## src/rtl/branch_history_table_if.sv

```systemverilog
// branch_history_table_if: fetch-side prediction and resolve-side update bundle for the branch history table
interface branch_history_table_if #(
  parameter int INDEX_BITS = 3
);
  logic [15:0]           pred_pc;
  logic [INDEX_BITS-1:0] pred_index;
  logic                  branch_predict;
  logic                  pred_ready;
  logic                  upd_valid;
  logic [INDEX_BITS-1:0] upd_index;
  logic                  upd_taken;
  modport master (
    output pred_pc, upd_valid, upd_index, upd_taken,
    input  pred_index, branch_predict, pred_ready
  );
  modport slave (
    input  pred_pc, upd_valid, upd_index, upd_taken,
    output pred_index, branch_predict, pred_ready
  );
endinterface

```

## src/rtl/branch_history_table.sv

```systemverilog
// branch_history_table: 2-bit saturating-counter BHT with init sweep and update forwarding; BHT_GSHARE_EN adds gshare indexing
module branch_history_table #(
  parameter int         INDEX_BITS = 3,
  parameter int         PC_LSB     = 1,
  parameter int         HIST_BITS  = 3,
  parameter logic [1:0] INIT_STATE = 2'b01
) (
  input logic                   clk,
  input logic                   rst_n,
  branch_history_table_if.slave bus
);
  localparam int DEPTH = 2 ** INDEX_BITS;
  localparam logic [0:0] S_INIT = 1'b0;
  localparam logic [0:0] S_RUN  = 1'b1;
  logic [0:0]            r_state;
  logic [INDEX_BITS-1:0] r_init_ptr;
  logic [1:0]            r_table [DEPTH];
  logic                  w_run;
  logic [INDEX_BITS-1:0] w_index;
  logic [1:0]            w_cur;
  logic [1:0]            w_next;
  logic                  w_fwd;
  if (INDEX_BITS < 1 || HIST_BITS < 1 || HIST_BITS > INDEX_BITS) begin : g_bad_cfg
    $error("branch_history_table: need INDEX_BITS >= 1 and 1 <= HIST_BITS <= INDEX_BITS");
  end
  // a reset in flight also blanks the outputs and blocks updates
  assign w_run = rst_n && (r_state == S_RUN);
`ifdef BHT_GSHARE_EN
  logic [HIST_BITS-1:0] r_ghr;
  assign w_index = bus.pred_pc[PC_LSB +: INDEX_BITS] ^ INDEX_BITS'(r_ghr);
  if (HIST_BITS == 1) begin : g_h1
    // single-bit history just remembers the last resolved outcome
    always_ff @(posedge clk)
      if (!rst_n) r_ghr <= '0;
      else if (w_run && bus.upd_valid) r_ghr <= bus.upd_taken;
  end else begin : g_hn
    // non-speculative history shifts in each accepted resolved outcome
    always_ff @(posedge clk)
      if (!rst_n) r_ghr <= '0;
      else if (w_run && bus.upd_valid) r_ghr <= {r_ghr[HIST_BITS-2:0], bus.upd_taken};
  end
`else
  assign w_index = bus.pred_pc[PC_LSB +: INDEX_BITS];
`endif
  // INIT sweeps the table once, then RUN holds until the next reset
  always_ff @(posedge clk)
    if (!rst_n) begin
      r_state    <= S_INIT;
      r_init_ptr <= '0;
    end else if (r_state == S_INIT) begin
      r_init_ptr <= r_init_ptr + INDEX_BITS'(1);
      if (r_init_ptr == '1) r_state <= S_RUN;
    end
  // saturating next value for the counter being resolved; also drives forwarding
  always_comb begin
    w_cur  = r_table[bus.upd_index];
    w_next = bus.upd_taken ? ((w_cur == 2'b11) ? w_cur : w_cur + 2'd1)
                           : ((w_cur == 2'b00) ? w_cur : w_cur - 2'd1);
    w_fwd  = bus.upd_valid && (bus.upd_index == w_index);
  end
  // single write port: the sweep owns it in INIT, resolved updates in RUN
  always_ff @(posedge clk)
    if (rst_n && r_state == S_INIT) r_table[r_init_ptr] <= INIT_STATE;
    else if (w_run && bus.upd_valid) r_table[bus.upd_index] <= w_next;
  assign bus.pred_index     = w_index;
  assign bus.pred_ready     = w_run;
  assign bus.branch_predict = w_run && (w_fwd ? w_next[1] : r_table[w_index][1]);
endmodule

```

## src/flat_wrapper.sv

```systemverilog
// flat-port wrapper written by rule: the top's interface ports become plain ports
module branch_history_table_flat 
#(
  parameter int         INDEX_BITS = 3,
  parameter int         PC_LSB     = 1,
  parameter int         HIST_BITS  = 3,
  parameter logic [1:0] INIT_STATE = 2'b01
)
  (clk, rst_n, bus_pred_pc, bus_upd_valid, bus_upd_index, bus_upd_taken, bus_pred_index, bus_branch_predict, bus_pred_ready);
  branch_history_table_if #(.INDEX_BITS(INDEX_BITS)) bus_i ();
  input logic clk;
  input logic rst_n;
  input wire logic [$bits(bus_i.pred_pc)-1:0] bus_pred_pc;
  input wire logic [$bits(bus_i.upd_valid)-1:0] bus_upd_valid;
  input wire logic [$bits(bus_i.upd_index)-1:0] bus_upd_index;
  input wire logic [$bits(bus_i.upd_taken)-1:0] bus_upd_taken;
  output wire logic [$bits(bus_i.pred_index)-1:0] bus_pred_index;
  output wire logic [$bits(bus_i.branch_predict)-1:0] bus_branch_predict;
  output wire logic [$bits(bus_i.pred_ready)-1:0] bus_pred_ready;
  assign bus_i.pred_pc = bus_pred_pc;
  assign bus_i.upd_valid = bus_upd_valid;
  assign bus_i.upd_index = bus_upd_index;
  assign bus_i.upd_taken = bus_upd_taken;
  assign bus_pred_index = bus_i.pred_index;
  assign bus_branch_predict = bus_i.branch_predict;
  assign bus_pred_ready = bus_i.pred_ready;
  branch_history_table #(.INDEX_BITS(INDEX_BITS), .PC_LSB(PC_LSB), .HIST_BITS(HIST_BITS), .INIT_STATE(INIT_STATE)) u_core (.clk(clk), .rst_n(rst_n), .bus(bus_i));
endmodule
```

## config.mk

```make
export PLATFORM = sky130hd
export DESIGN_NAME = branch_history_table_flat
export DESIGN_NICKNAME = d
export VERILOG_FILES = /design/src/rtl/branch_history_table_if.sv /design/src/rtl/branch_history_table.sv /design/src/flat_wrapper.sv
export SDC_FILE = /design/constraint.sdc
export NUM_CORES = 1
export LEC_CHECK = 0
export CAP_MARGIN = 20
export CORE_MARGIN = 3
export CORE_UTILIZATION = 35
export DETAILED_ROUTE_END_ITERATION = 12
export MAX_ROUTING_LAYER = met4
export PLACE_DENSITY = 0.67
export SLEW_MARGIN = 20
export SYNTH_ARGS = -nofsm -noshare
export SYNTH_HDL_FRONTEND = slang
export SYNTH_SLANG_ARGS = --single-unit
```

## constraint.sdc

```tcl
create_clock -name clk -period 2.1 [get_ports clk]
set_input_delay 0.21 -clock clk [delete_from_list [all_inputs] [get_ports clk]]
set_output_delay 0.21 -clock clk [all_outputs]
set_load 0.005 [all_outputs]
```

# ---- After elaboration in Yosys (flattened, before gate mapping)
# Memory sizes are Yosys's and may differ from the RTL's.
# Cells that the tools add are included.
dict set report totals {
  out_inout_bits 5
  word_cells 31
  in_bits 23
  memories 1
  ram_bits 16
  reg_bits 4
}
# name words width read_ports rd_ports_with_merged_regs wr line_no
set mem_list {}
lappend mem_list {u_core.r_table 8 2 2 0 1 branch_history_table.sv:17} ;# logic [1:0] r_table [DEPTH];
dict set report classes {
  eq_ne 3
  n_addsub 3
  n_reduce_logical 7
  bitwise 1
  mux 14
}
# op count
set op_table {}
lappend op_table {{2-to-1 mux 1 bit} 9}
lappend op_table {{2-to-1 mux 2 bit} 4}
lappend op_table {{logical AND 1 bit} 5}
lappend op_table {{adder 3 x 1 -> 3 bit (second input constant)} 1}
lappend op_table {{equality test 3 bit} 1}
lappend op_table {{equality test 3 bit (second input constant)} 1}
lappend op_table {{2-to-1 mux 3 bit} 1}
lappend op_table {{adder 2 x 1 -> 2 bit (second input constant)} 1}
lappend op_table {{equality test 2 bit (second input constant)} 1}
lappend op_table {{logical NOT 2 bit} 1}
lappend op_table {{OR reduction 2 bit} 1}
lappend op_table {{subtractor 2 x 1 -> 2 bit (second input constant)} 1}
lappend op_table {{NOT 1 bit} 1}

# ---- Longest topological paths before layout
# Gate-level depths: netlist (run 1).
dict set report depth {
  ltp_word 7
  depth_mapped 5
  depth_no_buf 4
}

# ---- Worst setup path before layout (run 1)
# Ideal clock, no wire load.
dict set report synth_timing {
  kind {input-to-reg}
  from {input port bus_upd_index[0]}
  to {memory u_core.r_table[0][0], data pin}
  slack_ns 0.415
  arrival_time_ns 1.535
  setup_ns 0.150
  path_buffers 1
  stages 5
  required_ns 1.950
  path_cell_list {buf_6 mux4_1 mux2_2 maj3_2 nand3_2}
}
dict set report synth_between {
  elab_chain_cells 5
  word_cells_on_any_way 9
  cone_classes {2 x add/sub; 1 x eq/ne; 4 x mux; 1 x reduce/logical; 1 x memory}
}
# item line_no
set synth_lines {}
lappend synth_lines {{start: declaration} flat_wrapper.sv:15} ;# input wire logic [$bits(bus_i.upd_index)-1:0] bus_upd_index;
lappend synth_lines {{memory read (8 x 2 bit) (*)} --}
lappend synth_lines {{subtractor 2 x 1 -> 2 bit, or another cell as far along} branch_history_table.sv:58} ;# : ((w_cur == 2'b00) ? w_cur : w_cur - 2'd1);
lappend synth_lines {{2-to-1 mux 2 bit, on equally long branches} {branch_history_table.sv:58, branch_history_table.sv:57}}
lappend synth_lines {{2-to-1 mux 2 bit (*)} branch_history_table.sv:57} ;# w_next = bus.upd_taken ? ((w_cur == 2'b11) ? w_cur : w_cur + 2'd1)
lappend synth_lines {{2-to-1 mux 2 bit (no source line) (*)} --}
lappend synth_lines {{end: declaration} branch_history_table.sv:17}
# Every way passes the cells marked *; elsewhere a longest branch is shown, timed or not.

==> run metrics, run 1 <==
status=finished clean; final worst-path cycle share=0.975; pin count of the biggest net entering global routing=13; final hold violation count=0; r2r startpoint=u_core.r_table[4][1]; site row count=19; Clk Latency, worst-skew pair=0.30 ns; VDD IR max=0.000258 V; Leak=0.496 nW; max-capacitance violation count=0; clock period minus worst slack=2.05 ns; # fillers=~260; Final HPWL DP=1700 um; Mapped Area=1110 sq um; Initial DRT Pass Iterations=4; Longest Clk Path Bufs=2; min-delay worst type=reg -> reg; routed len/inst=15.4 um; setup slack, reg-to-reg=0.20 ns; GP Congestion=0.746; Int Pwr=0.700 mW; most frequent cells in the layout=16 x edfxtp_1, 11 x clkdlybuf4s50_1, 10 x buf_4; unrepaired setup endpoints after global routing=true; Starting Density=0.385; syn_area_per_cell=13.7 sq um; first-pass GRT wire length=3610 um; critical setup path kind=reg -> out; clk sinks=20; synth unique cells=28; commonest non-fill, non-tap cell in the layout=edfxtp_1; port bufs=14; critical path startpoint=u_core.r_table[4][1]; CP Buf/Inv Count=1; Hold Path Stages=2; post-synthesis sequential area ratio=0.507; Peak Freq=489 MHz; H-tree levels=1; initial antenna violation count=0; Worst path max stage delay=0.49 ns; layout cells sized above 1=0.284; dpl ws=-0.522 ns; Data required, critical path=~1.9 ns; n_diodes=0; Worst path depth=5; register area=561 sq um; die area=about 3900 sq um; cells along the critical path=mux4_2 > mux2i_2 > maj3_2 > a21oi_1 > clkbuf_2; Cells after Synth=81; fin worst setup slack=about 0.053 ns; combinational share of power=0.143; PwrDens=644 nW/um^2; synthesis-stage register bit count=20; CP max stage cell=mux4_2; CP Max Fanout=2; path depth of the worst reg2reg path=5; vias in the first global route=724; CTS clk-pin slew, worst paths=between 0.1 and 0.15 ns; area delta synth->final=23.6%; Total Wirelength=2220 um; clock power share=0.355; max-slew violation count=0; Post-DP Area=1310 sq um; Hold Path Origin=u_core.r_init_ptr[2]; gr ovfl total=0; nets=128; Final Skew=0.00202 ns; # hold bufs at CTS=0; DR vias=700; crit path DAT=1.84 ns; io pins=28; max_slew headroom=0.745; sequential share of power=0.502; Core Util, Final=0.475; Antenna Nets Post-Route=0; CTS tree=built; Die X=62.2 um; TritonCTS buffer count=3; Worst-Margin Slew=between 0.3 and 0.4 ns; GRT Total Usage=0.126; multi-input logic area=489 sq um; CTS root buf=clkbuf_4; worst hold slack=0.581 ns; final setup fails=0; Net Count, Synth=106; Final Instance Area=about 1400 sq um; YS warnings=0; Worst Setup Start Kind=flop; Placeable Area=2880 sq um; DRC Markers=0; Vias/cell=4.86; setup TNS=0 ns; Critical Path Sink Type=output port; die height=between 60 and 70 um; cell family with most CP delay=multiplexers; initial DRC count=44; switching share of total power=0.205; Net Switching=0.181 mW
==> kinds of logic after synthesis <==
| family | share of synthesized area |
|---|---|
| and+or+nand+nor | 0.117 |
| DFF | 0.507 |
| muxes | 0.231 |
| buffers and inverters | 0.0509 |
| AOI/OAI and AO/OA | 0.0294 |
| adders and majority gates | 0.0419 |
| xor gates and xnor gates | 0.0238 |
==> area by class of cell <==
type | instances | area share
timing repair buffer | 24 | 0.153
clock inverter | 1 | 0.0220
clock buffer | 3 | 0.0165
inverter | 1 | 0.00274
multi-input combinational | 53 | 0.358
tap | 42 | 0.0384
sequential | 20 | 0.410
==> flip-flops by register name, indices dropped and copies added (netlist names) <==
signal             flops
u_core.r_init_ptr      3
u_core.r_state         1
u_core.r_table        16
==> final timing paths <==
check | to
min | u_core.r_init_ptr[2]
max | bus_branch_predict
min reg2reg | u_core.r_init_ptr[2]
max reg2reg | u_core.r_table[7][0]
==> per-stage QoR <==
step | power [mW] | cells
3_5_place_dp | 0.571 | 139
2_1_floorplan | 0.521 | 81
3_3_place_gp | 0.567 | 139
5_1_grt | 0.920 | 144
6_report | 0.881 | 144
4_1_cts | 0.883 | 144
==> per-layer routing <==
layer,up-vias,track usage,part of all wire
li1,341,-,-
met3,2,0.0216,0.027
met1,345,0.143,0.42
met5,-,-,0
met4,0,0.0580,0.014
met2,12,0.216,0.54
==> power by group through the flow <==
stage	logic (mW)	registers (mW)	clock network [mW]
2_1_floorplan	0.0732	0.448	0
3_3_place_gp	0.116	0.450	0
3_5_place_dp	0.120	0.451	0
4_1_cts	0.124	0.442	0.317
5_1_grt	0.140	0.444	0.337
6_report	0.126	0.442	0.313
==> worst min-delay path: cells and delay by family (launching register included) <==
kind	cells	cell delay, ns
and+or+nand+nor	1	0.06
DFF	1	0.35
muxes	1	0.14
==> synth_stat cells <==
| cell type | count | share of area |
|---|---|---|
| mux4_1 | 4 | 0.095 |
| nor2_1 | 10 | 0.034 |
| nor2b_1 | 2 | 0.011 |
| mux2_2 | 4 | 0.041 |
| edfxtp_1 | 16 | 0.43 |
| mux4_2 | 2 | 0.041 |
| buf_6 | 2 | 0.020 |
| nand2_1 | 4 | 0.014 |
| a21oi_1 | 1 | 0.0045 |
| buf_4 | 3 | 0.020 |
| nand3_1 | 2 | 0.0091 |
| inv_1 | 1 | 0.0034 |
| and3b_2 | 1 | 0.0091 |
| o21ai_0 | 1 | 0.0045 |
| dfxtp_1 | 4 | 0.072 |
| xnor2_1 | 3 | 0.024 |
| and2_1 | 1 | 0.0057 |
| maj3_2 | 1 | 0.010 |
| nand3_2 | 1 | 0.0091 |
| ha_1 | 2 | 0.023 |
| o21a_1 | 2 | 0.014 |
| and4_1 | 1 | 0.0079 |
| maj3_1 | 1 | 0.0091 |
| and3_1 | 1 | 0.0057 |
| a21boi_0 | 1 | 0.0068 |
| clkbuf_1 | 2 | 0.0068 |
| mux2i_1 | 6 | 0.054 |
| nand2b_1 | 2 | 0.011 |
==> what timing repair did <==
| item | in CTS | in global routing |
|---|---|---|
| buffers inserted | 1 | 0 |
| setup endpoints to repair | 17 | 9 |
| gates resized for setup | 8 | 4 |
| pin swaps | 1 | 1 |
(Power assumes the default switching activity.)
==> run 2, diff against run 1 <==
- PLACE_DENSITY: 0.67 -> 0.58
==> run 2 against run 1 <==
Final cell count grew 1.4%. Hold slack better by 0.013 ns. Sequential share of layout area is 0.41 points lower. Routed wire length is 6.9% lower. Global-route usage is 0.40 points lower. First-iteration DRC count decreased by 52%. Clock skew rose by 0.013 ns. Non-clock buffer count rose by 2. Register-to-register slack lost 0.09 ns. Cell area is 1.0% higher.
==> run metrics, run 2 (synthesis gave the netlist of run 1 again) <==
max reg flops=16 (unchanged); min-delay worst type=reg -> reg; worst hold slack=0.594 ns (+0.0133 ns); status=finished clean; Die X=62.2 um (unchanged); Peak Freq=500 MHz (+2.4%); port bufs=14 (unchanged); critical setup path kind=reg -> out; pin count of the biggest net entering global routing=13 (unchanged); Hold Path Origin=u_core.r_init_ptr[2]; final setup fails=0 (unchanged); gr ovfl total=0 (unchanged); dpl cells=139 (unchanged); dpl ws=-0.463 ns (+0.0592 ns); cells along the critical path=mux4_2 > mux2i_2 > maj3_2 > a21oi_1 > clkbuf_2; GP Congestion=0.757 (+1.5%); Final HPWL DP=1660 um (-1.9%); clk sinks=20 (unchanged); Final Instance Area=1380 sq um (+1.0%); max-capacitance violation count=0 (unchanged); # fillers=261 (+1.2%); Leak=0.503 nW (+1.3%); vias in the first global route=692 (-4.4%); Post-DP Area=1310 sq um (unchanged); site row count=19 (unchanged); layout cells sized above 1=0.298 (+0.0138); Placeable Area=2880 sq um (unchanged); Critical Path Sink Type=output port; max_slew headroom=0.736 (-0.00979); # hold bufs at CTS=0 (unchanged); unrepaired setup endpoints after global routing=true; register area=561 sq um (unchanged); Antenna Nets Post-Route=0 (unchanged); Initial DRT Pass Iterations=4 (unchanged); Clk Latency, worst-skew pair=0.31 ns (about the same); final worst-path cycle share=0.951 (-0.0232); Worst path max stage delay=0.49 ns (about the same); GRT Total Usage=0.122 (-0.00405); Reg with most FFs=u_core.r_table; clock period minus worst slack=2.00 ns (-0.0487 ns); nets=130 (+1.6%); CP Max Fanout=2 (unchanged); r2r startpoint=u_core.r_table[7][1]; DRC Markers=0 (unchanged); area delta synth->final=24.9%; Final Skew=0.0149 ns (+0.0129 ns); Worst Setup Start Kind=flop; initial DRC count=21 (-52%); DR vias=683 (-2.4%); CP Buf/Inv Count=1 (unchanged); cell family with most CP delay=multiplexers; Core Util, Final=0.480 (+0.00478); CTS clk-pin slew, worst paths=0.12 ns (about the same); commonest non-fill, non-tap cell in the layout=edfxtp_1; VDD IR max=0.000259 V (+0.41%); CTS root buf=clkbuf_4; Data required, critical path=1.89 ns (about the same); critical path startpoint=u_core.r_table[7][1]; Worst-Margin Slew=0.395 ns (+0.0239 ns); CTS tree=built; io pins=28 (unchanged); H-tree levels=1 (unchanged); Total Wirelength=2070 um (-6.9%); initial antenna violation count=0 (unchanged); die height=62.2 um (unchanged); TritonCTS buffer count=3 (unchanged); first-pass GRT wire length=3480 um (-3.6%); die area=3870 sq um (unchanged); Final Non-Filler Cells=146 (+1.4%); PwrDens=638 nW/um^2 (-0.91%); routed len/inst=14.2 um (-8.2%); Vias/cell=4.68 (-3.8%); crit path DAT=1.79 ns (-0.05 ns); Largest regs=u_core.r_table (16), u_core.r_init_ptr (3), u_core.r_state (1); CP max stage cell=mux4_2; fin worst setup slack=0.102 ns (+0.0487 ns); multi-input logic area=490 sq um (+0.26%); max-slew violation count=0 (unchanged); Starting Density=0.385 (unchanged); Longest Clk Path Bufs=2 (unchanged); Pwr Total=0.882 mW (about the same); setup TNS=0 ns (unchanged); n_diodes=0 (unchanged); most frequent cells in the layout=16 x edfxtp_1, 12 x buf_4, 10 x nor2_1, 10 x clkdlybuf4s50_1; final hold violation count=0 (unchanged)
## run 2: repair_timing
action	in CTS	in global routing
endpoints found under the setup margin	1	1
hold endpoints to repair	0	0
pin swaps	1	1
resized for setup	9	3
setup buffers	2	1
## run 2: power by group
group / leakage [nW] / internal [mW] / switching [mW]
combinational: 0.305 / 0.0779 / 0.0533
sequential: 0.170 / 0.434 / 0.00745
clock: 0.0279 / 0.193 / 0.116
total: 0.503 / 0.705 / 0.177
## run 2: worst min-delay path, stage by stage, from the launching register on
cell and delay (ns):
dfxtp_1 0.36, mux2i_1 0.14, nor2b_1 0.06
## run 2: final timing paths
kind / to / slack (ns) / cells past startpoint
setup / recovery: bus_branch_predict / 0.10 / 5
hold reg to reg: u_core.r_init_ptr[2] / 0.59 / 2
setup reg to reg: u_core.r_table[3][0] / 0.11 / 7
hold / removal: u_core.r_init_ptr[2] / 0.59 / 2
## run 2: final cells by class
cell class / instances / area share
inverters: 1 / 0.00272
clock buffers: 3 / 0.0163
multi-input cells: 53 / 0.355
well taps: 42 / 0.0380
repair buffers: 26 / 0.160
clock inverters: 1 / 0.0217
flip-flops and latches: 20 / 0.406
## run 2: layer usage
layer  up-vias  wire length, um  GRT usage  share of wire
li1        344                -          -              -
met1       323              958      0.152           0.46
met2        12              970      0.183           0.47
met3         4               96     0.0342          0.046
met4         0               43     0.0580          0.021
met5         -                0          -              0
